$ cat src/rtl/data_if_initiator_pkg.sv
// Shared types for the data-memory initiator: request/response payloads,
// tracking entries and the request-register FSM encoding.
package data_if_initiator_pkg;

    localparam int unsigned ADDR_W = 64;
    localparam int unsigned DATA_W = 64;
    localparam int unsigned BE_W   = 8;
    // Internal tag storage width; the top's ID_WIDTH must not exceed this.
    localparam int unsigned TAG_W  = 16;

    typedef enum logic {
        IDLE,
        WAIT_GNT
    } req_state_e;

    typedef struct packed {
        logic [ADDR_W-1:0] addr;
        logic              we;
        logic [BE_W-1:0]   be;
        logic [DATA_W-1:0] wdata;
        logic [TAG_W-1:0]  id;
    } mem_req_t;

    typedef struct packed {
        logic [DATA_W-1:0] rdata;
        logic              we;
        logic [TAG_W-1:0]  id;
    } mem_rsp_t;

    // What must be remembered about a granted transaction until its rvalid.
    typedef struct packed {
        logic [TAG_W-1:0] id;
        logic             we;
    } trk_t;

    // Stores return no data upstream; the bus rdata is meaningless for them.
    function automatic logic [DATA_W-1:0] rsp_data(input logic we, input logic [DATA_W-1:0] rdata);
        return we ? '0 : rdata;
    endfunction

endpackage

$ cat src/rtl/data_if_initiator_sync_fifo.sv
// Generic synchronous FIFO with occupancy count. Push and pop may happen in
// the same cycle, also when full (the popped slot is reused).
module sync_fifo #(
    parameter int unsigned DEPTH = 2,
    parameter type         T     = logic,
    localparam int unsigned CNT_W = $clog2(DEPTH + 1)
) (
    input  logic             clk_i,
    input  logic             rst_ni,
    input  logic             push_i,
    input  T                 wdata_i,
    input  logic             pop_i,
    output T                 rdata_o,
    output logic             empty_o,
    output logic             full_o,
    output logic [CNT_W-1:0] count_o
);

    localparam int unsigned PTR_W = (DEPTH > 1) ? $clog2(DEPTH) : 1;

    T                 mem_q [DEPTH];
    T                 mem_d [DEPTH];
    logic [PTR_W-1:0] wptr_q, wptr_d, rptr_q, rptr_d;
    logic [CNT_W-1:0] count_q, count_d;
    logic             do_push, do_pop;

    function automatic logic [PTR_W-1:0] ptr_inc(input logic [PTR_W-1:0] p);
        return (p == PTR_W'(DEPTH - 1)) ? '0 : p + PTR_W'(1);
    endfunction

    assign empty_o = (count_q == '0);
    assign full_o  = (count_q == CNT_W'(DEPTH));
    assign count_o = count_q;
    assign rdata_o = mem_q[rptr_q];

    assign do_pop  = pop_i & ~empty_o;
    assign do_push = push_i & (~full_o | do_pop);

    // Next-state for storage, pointers and occupancy.
    always_comb begin
        mem_d   = mem_q;
        wptr_d  = wptr_q;
        rptr_d  = rptr_q;
        count_d = count_q;
        if (do_push) begin
            mem_d[wptr_q] = wdata_i;
            wptr_d        = ptr_inc(wptr_q);
        end
        if (do_pop) begin
            rptr_d = ptr_inc(rptr_q);
        end
        count_d = count_q + CNT_W'(do_push) - CNT_W'(do_pop);
    end

    // Storage is reset too so the head output reads 0 while empty after reset.
    always_ff @(posedge clk_i or negedge rst_ni) begin
        if (!rst_ni) begin
            mem_q   <= '{default: '0};
            wptr_q  <= '0;
            rptr_q  <= '0;
            count_q <= '0;
        end else begin
            mem_q   <= mem_d;
            wptr_q  <= wptr_d;
            rptr_q  <= rptr_d;
            count_q <= count_d;
        end
    end

endmodule

$ cat src/rtl/data_if_initiator.sv
// Initiator side of the core data-memory req/gnt/rvalid port. Upstream
// requests land in a single request register that is held on the bus until
// granted; grants are credit-limited so every rvalid always has a free slot
// in the response FIFO, which returns data upstream in order.
module data_if_initiator
    import data_if_initiator_pkg::*;
#(
    parameter int unsigned NR_OUTSTANDING = 2,
    parameter int unsigned ID_WIDTH       = 4
) (
    input  logic                clk_i,
    input  logic                rst_ni,
    // upstream request
    input  logic                req_valid_i,
    output logic                req_ready_o,
    input  logic [63:0]         req_addr_i,
    input  logic                req_we_i,
    input  logic [7:0]          req_be_i,
    input  logic [63:0]         req_wdata_i,
    input  logic [ID_WIDTH-1:0] req_id_i,
    // upstream response
    output logic                rsp_valid_o,
    input  logic                rsp_ready_i,
    output logic [63:0]         rsp_rdata_o,
    output logic                rsp_we_o,
    output logic [ID_WIDTH-1:0] rsp_id_o,
    // memory port
    output logic                data_req_o,
    output logic [63:0]         data_addr_o,
    output logic                data_we_o,
    output logic [7:0]          data_be_o,
    output logic [63:0]         data_wdata_o,
    input  logic                data_gnt_i,
    input  logic                data_rvalid_i,
    input  logic [63:0]         data_rdata_i
);

    localparam int unsigned CNT_W = $clog2(NR_OUTSTANDING + 1);

    req_state_e       state_q, state_d;
    mem_req_t         req_q, req_d, new_req;
    logic [CNT_W-1:0] inflight_q, inflight_d;

    logic             req_hs, grant, rvalid_ok, rsp_pop, credit_ok;
    logic [CNT_W:0]   used_cnt;

    trk_t             trk_push_data, trk_head;
    logic             trk_empty, trk_full;
    logic [CNT_W-1:0] trk_count;

    mem_rsp_t         rsp_push_data, rsp_head;
    logic             rsp_empty, rsp_full;
    logic [CNT_W-1:0] rsp_count;

    // A response leaving this cycle frees its credit immediately; without
    // this, a minimum-latency stream would stall every third cycle at
    // NR_OUTSTANDING=2. Counts only ever rise through our own grant, so a
    // raised data_req_o can never lose its credit before being granted.
    assign rsp_pop   = ~rsp_empty & rsp_ready_i;
    assign used_cnt  = {1'b0, inflight_q} + {1'b0, rsp_count} - {{CNT_W{1'b0}}, rsp_pop};
    assign credit_ok = used_cnt < (CNT_W+1)'(NR_OUTSTANDING);

    assign data_req_o   = (state_q == WAIT_GNT) & credit_ok;
    assign grant        = data_req_o & data_gnt_i;
    assign data_addr_o  = req_q.addr;
    assign data_we_o    = req_q.we;
    assign data_be_o    = req_q.be;
    assign data_wdata_o = req_q.wdata;

    // Gated by reset so every output reads 0 while rst_ni is low.
    assign req_ready_o = rst_ni & ((state_q == IDLE) | grant);
    assign req_hs      = req_valid_i & req_ready_o;

    // An rvalid with nothing outstanding (e.g. left over from before a
    // reset) has no owner and is dropped.
    assign rvalid_ok = data_rvalid_i & (inflight_q != '0);

    assign new_req = '{
        addr:  req_addr_i,
        we:    req_we_i,
        be:    req_be_i,
        wdata: req_wdata_i,
        id:    TAG_W'(req_id_i)
    };

    // Request register FSM: load on handshake, hold until granted, reload
    // in the grant cycle for back-to-back issue.
    always_comb begin
        state_d = state_q;
        req_d   = req_q;
        unique case (state_q)
            IDLE: begin
                if (req_hs) begin
                    req_d   = new_req;
                    state_d = WAIT_GNT;
                end
            end
            WAIT_GNT: begin
                if (grant) begin
                    if (req_hs) begin
                        req_d = new_req;
                    end else begin
                        state_d = IDLE;
                    end
                end
            end
            default: state_d = IDLE;
        endcase
    end

    // In-flight count: granted but rvalid not yet seen.
    always_comb begin
        inflight_d = inflight_q;
        unique case ({grant, rvalid_ok})
            2'b10:   inflight_d = inflight_q + CNT_W'(1);
            2'b01:   inflight_d = inflight_q - CNT_W'(1);
            default: inflight_d = inflight_q;
        endcase
    end

    // State, request register and in-flight counter.
    always_ff @(posedge clk_i or negedge rst_ni) begin
        if (!rst_ni) begin
            state_q    <= IDLE;
            req_q      <= '0;
            inflight_q <= '0;
        end else begin
            state_q    <= state_d;
            req_q      <= req_d;
            inflight_q <= inflight_d;
        end
    end

    assign trk_push_data = '{id: req_q.id, we: req_q.we};

    sync_fifo #(
        .DEPTH (NR_OUTSTANDING),
        .T     (trk_t)
    ) u_trk_fifo (
        .clk_i   (clk_i),
        .rst_ni  (rst_ni),
        .push_i  (grant),
        .wdata_i (trk_push_data),
        .pop_i   (rvalid_ok),
        .rdata_o (trk_head),
        .empty_o (trk_empty),
        .full_o  (trk_full),
        .count_o (trk_count)
    );

    assign rsp_push_data = '{
        rdata: rsp_data(trk_head.we, data_rdata_i),
        we:    trk_head.we,
        id:    trk_head.id
    };

    sync_fifo #(
        .DEPTH (NR_OUTSTANDING),
        .T     (mem_rsp_t)
    ) u_rsp_fifo (
        .clk_i   (clk_i),
        .rst_ni  (rst_ni),
        .push_i  (rvalid_ok),
        .wdata_i (rsp_push_data),
        .pop_i   (rsp_pop),
        .rdata_o (rsp_head),
        .empty_o (rsp_empty),
        .full_o  (rsp_full),
        .count_o (rsp_count)
    );

    assign rsp_valid_o = ~rsp_empty;
    assign rsp_rdata_o = rsp_head.rdata;
    assign rsp_we_o    = rsp_head.we;
    assign rsp_id_o    = rsp_head.id[ID_WIDTH-1:0];

`ifndef SYNTHESIS
    a_req_hold: assert property (@(posedge clk_i) disable iff (!rst_ni)
        data_req_o && !data_gnt_i |=> data_req_o)
        else $error("data_if_initiator: data_req_o dropped without grant");

    a_payload_stable: assert property (@(posedge clk_i) disable iff (!rst_ni)
        data_req_o && !data_gnt_i |=> $stable(data_addr_o) && $stable(data_we_o)
                                      && $stable(data_be_o) && $stable(data_wdata_o))
        else $error("data_if_initiator: payload changed while waiting for grant");

    a_stray_rvalid: assert property (@(posedge clk_i) disable iff (!rst_ni)
        data_rvalid_i |-> inflight_q != '0)
        else $warning("data_if_initiator: rvalid with nothing in flight ignored");

    a_trk_consistent: assert property (@(posedge clk_i) disable iff (!rst_ni)
        (inflight_q == trk_count) && (trk_empty == (inflight_q == '0)))
        else $error("data_if_initiator: tracking FIFO out of step with in-flight count");

    a_no_overflow: assert property (@(posedge clk_i) disable iff (!rst_ni)
        !(rsp_full && rvalid_ok && !rsp_pop) && !(trk_full && grant && !rvalid_ok))
        else $error("data_if_initiator: FIFO overflow");

    a_tag_range: assert property (@(posedge clk_i) disable iff (!rst_ni)
        !rsp_empty |-> (rsp_head.id >> ID_WIDTH) == '0)
        else $error("data_if_initiator: tag exceeds ID_WIDTH");
`endif

endmodule

$ cat config.mk
export PLATFORM = sky130hd
export DESIGN_NAME = data_if_initiator
export DESIGN_NICKNAME = d
export VERILOG_FILES = /design/src/rtl/data_if_initiator_pkg.sv /design/src/rtl/data_if_initiator_sync_fifo.sv /design/src/rtl/data_if_initiator.sv
export SDC_FILE = /design/constraint.sdc
export NUM_CORES = 1
export LEC_CHECK = 0
export ABC_AREA = 1
export BUFFER_PORTS_ARGS = -buffer_cell sky130_fd_sc_hd__buf_2
export CAP_MARGIN = 10
export CELL_PAD_IN_SITES_DETAIL_PLACEMENT = 2
export CELL_PAD_IN_SITES_GLOBAL_PLACEMENT = 2
export CORE_UTILIZATION = 32
export CTS_CLUSTER_DIAMETER = 80
export CTS_CLUSTER_SIZE = 30
export DETAILED_ROUTE_END_ITERATION = 10
export PLACE_DENSITY = 0.94
export SLEW_MARGIN = 20
export SYNTH_ARGS = -nofsm -noshare
export SYNTH_HDL_FRONTEND = slang
export SYNTH_SLANG_ARGS = --single-unit
$ cat constraint.sdc
create_clock -name clk_i -period 5.3 [get_ports clk_i]
set_input_delay 1.325 -clock clk_i [delete_from_list [all_inputs] [get_ports clk_i]]
set_output_delay 1.325 -clock clk_i [all_outputs]
set_load 0.02 [all_outputs]
==> Yosys cells after proc, flatten, opt, wreduce, memory -nomap -nowiden <==
Index checks and enable logic that the tools add are counted.
{ "classes": {"add_sub_neg": 12, "order_cmp": 7, "eq_ne": 5, "muxes": 24, "bitwise_logic": 22, "reduce_logical": 6} }
{ "ops": {"columns": ["op", "count"], "rows": [
  ["$mux 81", 4],
  ["$mux 153", 2],
  ["$pmux 153 s2", 1],
  ["$bwmux 162", 1],
  ["$demux 81 s1", 1],
  ["$mux 17", 4],
  ["$mux 64", 1],
  ["$bwmux 34", 1],
  ["$demux 17 s1", 1],
  ["$and 1x1->1", 10],
  ["$ge 2x2->1 const B", 4],
  ["$not 1->2", 4],
  ["$eq 2x2->1 const B", 3],
  ["$mux 1", 6],
  ["$not 1->1", 5],
  ["$add 1x1->1 const B", 4],
  ["$add 2x1->2", 2],
  ["$logic_not 2->1", 2],
  ["$lt 2x1->1 const B", 2],
  ["$pmux 2 s2", 1],
  ["$reduce_bool 2->1", 2],
  ["$sub 2x1->2", 2],
  ["$add 2x2->3", 1],
  ["$lt 3x2->1 const B", 1],
  ["other kinds (8)", 11]
]} }
{ "word_totals": {"ff_bits": 360, "in_bits": 211, "output_inout_bits": 209, "wordCells": 99} }

==> Depth between registers and ports, before layout <==
{ "logic_depth": {"ltp_word": 13, "mapped_depth": 17, "mapped_depth_nobuf": 15} }

==> Cells and area by module <==
A second synthesis with hierarchy kept.
{ "unflattened": {"hier_cells": 2170, "area_unflattened_um2": 17226.5} }
{ "modules_own_cells": {"columns": ["module", "instances", "cells_per_inst", "area_per_inst_um2", "seq_area_each_um2"], "rows": [
  ["sync_fifo (u_rsp_fifo)", 1, 1008, 7853.8, 4154.0],
  ["data_if_initiator", 1, 929, 7512.2, 3603.5],
  ["sync_fifo (u_trk_fifo)", 1, 233, 1860.5, 950.9]
]} }

==> Worst setup path after synthesis <==
No wires, ideal clock.
{ "synth_timing": {"kind": "input-to-output", "startpoint": "input port rsp_ready_i", "endpoint": "output port req_ready_o", "t_arrival_ns": 3.145, "required_ns": 3.975, "slack_ns": 0.830, "stages": 10, "path_buffers": 0, "path_cell_list": "nand2_1 > inv_1 > ha_1 > inv_1 > nand2_1 > fa_1 > nand2_1 > nor2_1 > nand3_1 > a21boi_0"} }
{ "synth_via": {"elab_chain_len": 7} }
{ "synth_rtl": {"columns": ["element", "line_no", "text"], "rows": [
  ["from (decl)", "data_if_initiator.sv:23", "input logic rsp_ready_i,"],
  ["$and 1x1->1", "data_if_initiator.sv:59", "assign rsp_pop = ~rsp_empty & rsp_ready_i;"],
  ["$sub 3x1->3", "data_if_initiator.sv:60", "assign used_cnt = {1'b0, inflight_q} + {1'b0, rsp_count} - {{CNT_W{1'b0}}, rsp_pop};"],
  ["$lt 3x2->1", "data_if_initiator.sv:61", "assign credit_ok = used_cnt < (CNT_W+1)'(NR_OUTSTANDING);"],
  ["$and 1x1->1", "data_if_initiator.sv:63", "assign data_req_o = (state_q == WAIT_GNT) & credit_ok;"],
  ["$and 1x1->1", "data_if_initiator.sv:64", "assign grant = data_req_o & data_gnt_i;"],
  ["$or 1x1->1", "data_if_initiator.sv:71", "assign req_ready_o = rst_ni & ((state_q == IDLE) | grant);"],
  ["$and 1x1->1", "data_if_initiator.sv:71", null],
  ["to (decl)", "data_if_initiator.sv:15", "output logic req_ready_o,"]
]} }
Every way passes these cells.

==> Worst setup path after layout <==
Same ends and word-level chain as after synthesis.

==> flow_summary.toml <==
[status]
status = "complete, no violations"

[yosys]
synth_flop_cell = "dfrtp_1"
synthArstFlopShare_pct = 100
syn-num-nets = 1982
synth-xor-area-share_pct = 0.489
syn_avg_cell_area_um2 = 8.12
ys_seq_elements = 300
yosys.area_share.adder_pct = 0.664
synth_top_family_by_area = "simple AND/OR/NAND/NOR gates"
syn_inst = 1764
synth-compound-area-share_pct = 7.48
yosysWarnings = 0
syn_area_um2 = 14300
synth_simple_gate_area_share_pct = 24.5
synth.distinct_cells = 21
synth_edf_count = 0
ys_seq_area_share_pct = 52.4
synth.area.mux_share_pct = 0

[detailed_routing]
routed_via_density = 5.02
routed_wl_um = 56500
dr.pass1.iters = 7
initialDrtViolationCount = 698
ant_nets = 0
remaining_drc_errors = 0
routedWlPerCell_um = 21.8
num_vias = 13000

[pwr]
power_density_nw_per_um2 = 691
vdd_drop_max_mv = 0.499
report.power.total_mw = 11.6
p_leak_nw = 9.14

[floorplan]
placeableCoreArea_um2 = 44200
start_util_pct = 32.4
die_y_um = 214
die_x_um = 214
num_rows = 77
design.die.area_um2 = 45600
io_pins = 420

[worst_setup_path]
worst_setup_path_end_kind = "output port"
r2r-start = "u_rsp_fifo.count_o[1]"
startpoint_type = "input port"
r2r_end = "data_addr_o[6]"
reg2reg_slack_ns = 1.79
reg2reg_depth = 15
cp.arrival_ns = 3.47
critPathMaxFanout = 5
worstSetupPathType = "in -> out"
critPathRequiredTime_ns = 3.97
startpoint = "rsp_ready_i"

[cells_and_area]
final_cell_mix = "nand2_1 (603), buf_2 (417), dfrtp_1 (299), o21ai_0 (210), inv_1 (144)"
fillers = 4975
regArea_um2 = 7510
final_common_cell = "nand2_1"
area_growth_syn_to_layout_pct = 17.1
drive_gt1_share_pct = 24.5
final_area_um2 = 16800
nets = 2184
multi_input_area_um2 = 4770

[timing]
maxSlewHeadroom_pct = 28.4
fin_crit_sh_pct = 90.5
hold_viol = 0
tns_ns = 0
finalSetupViolCount = 0
rsz0062_at_grt = "no"
timing.final.crit_period_ns = 4.80
tightest_slew_ns = 1.07
holdWs_ns = 0.478
maxSlewViolCount = 0
skew_ns = 0.0353
fmax_mhz = 208

[placement]
gp_congestion = 0.760
io_buffers = 419
dp.final_hpwl_um = 36700
dpl-instance-area_um2 = 15900

[clock_tree]
clock_latency_ns = 0.58
ctsResizeCount = 0
clockBufferDepth = 3
cts_inserted_buffers = 23
clkTransAtPathRegs_ns = 0.09
clock_sinks = 300
ctsRootBufferMaster = "clkbuf_16"
cts_tree = "built"
htree_num_levels = 1
post_cts_buffers = 0
hold_buffers = 0

[global_route]
grt_pass1_vias = 14700
track_usage_pct = 24.1
grt_pass1_wl_um = 85000
grt_overflow = 0
antenna_found_initial = 12
grt_max_degree = 164

[flow_run]
maxCapViolCount = 0

[worst_hold_path]
hold_depth = 2
min_path_type = "reg -> reg"
whs_endpoint = "data_addr_o[48]"
min_from = "data_addr_o[48]"
==> cell usage after synthesis, types with 5 or more instances <==
cell type,n,share of area [%]
inv_1,145,3.8
clkbuf_1,77,2.0
xnor2_1,5,0.31
dfrtp_1,300,52
buf_2,42,1.5
buf_4,136,7.1
ha_1,6,0.52
nand3_1,11,0.38
nor2_1,73,1.9
nand4_1,141,6.2
nand2_1,604,16
o21ai_0,210,7.3
==> through the flow <==
stage,setup slack [ns],util [%],std cells
global placement,0.655,35.9,2533
floorplan,0.830,-,1764
CTS,0.482,37.9,2575
global route,0.322,37.9,2583
finish,0.503,37.9,2585
detailed placement,0.522,35.9,2533
==> critical path: stages <==
cell and delay, ns:
buf_2 0.10, nand2_1 0.12, inv_1 0.07, ha_1 0.26
inv_1 0.08, nand2_1 0.07, fa_1 0.51, nand2_1 0.09
nor2_1 0.13, nand3_1 0.24, a21boi_0 0.25, buf_2 0.22
==> flip-flops by register name, indices dropped and copies added, names as in the netlist, 2 cells and up <==
signal and flops:
u_trk_fifo.count_o 2, data_be_o 8, u_rsp_fifo.count_o 2, u_rsp_fifo.mem_q 138
inflight_q 2, data_wdata_o 64, u_trk_fifo.mem_q 10, req_q 4
data_addr_o 64
==> metal layers <==
metal  part of all wire [%]  GRT usage (%)
met5                  0.041              0
met3                    6.6           6.30
met2                     51           43.2
met4                    4.3           10.6
met1                     38           26.8
==> report_power, final <==
| group | internal [mW] | switching (mW) |
|---|---|---|
| Combinational | 1.49 | 3.98 |
| Sequential | 3.34 | 0.728 |
| Clock | 0.919 | 1.14 |
| Total | 5.75 | 5.85 |
==> how the worst max path moves through the flow <==
| stage | to | slack, ns |
|---|---|---|
| 5_1_grt | req_ready_o | 0.32 |
| 2_1_floorplan | req_ready_o | 0.83 |
| 3_3_place_gp | req_ready_o | 0.65 |
| 3_5_place_dp | req_ready_o | 0.52 |
| 4_1_cts | req_ready_o | 0.48 |
| 6_report | req_ready_o | 0.50 |
==> area by class of cell <==
cell class                 count  area share (%)
timing repair buffer         435            13.8
multi-input combinational   1061            28.5
clock inverter                19            1.73
inverter                     145            3.24
tap                          592            4.41
antenna                       10           0.149
clock buffer                  23            3.43
sequential                   300            44.8
==> cells by family (layout without fill, tap and decap cells) <==
| group | Yosys count | after routing |
|---|---|---|
| buffers and inverters | 403 | 622 |
| AOI/OAI and AO/OA | 213 | 213 |
| adders and majority gates | 7 | 7 |
| xor gates and xnor gates | 8 | 8 |
| other | 0 | 10 |
| DFF | 300 | 300 |
| and+or+nand+nor | 833 | 833 |
(Power assumes the default switching activity.)
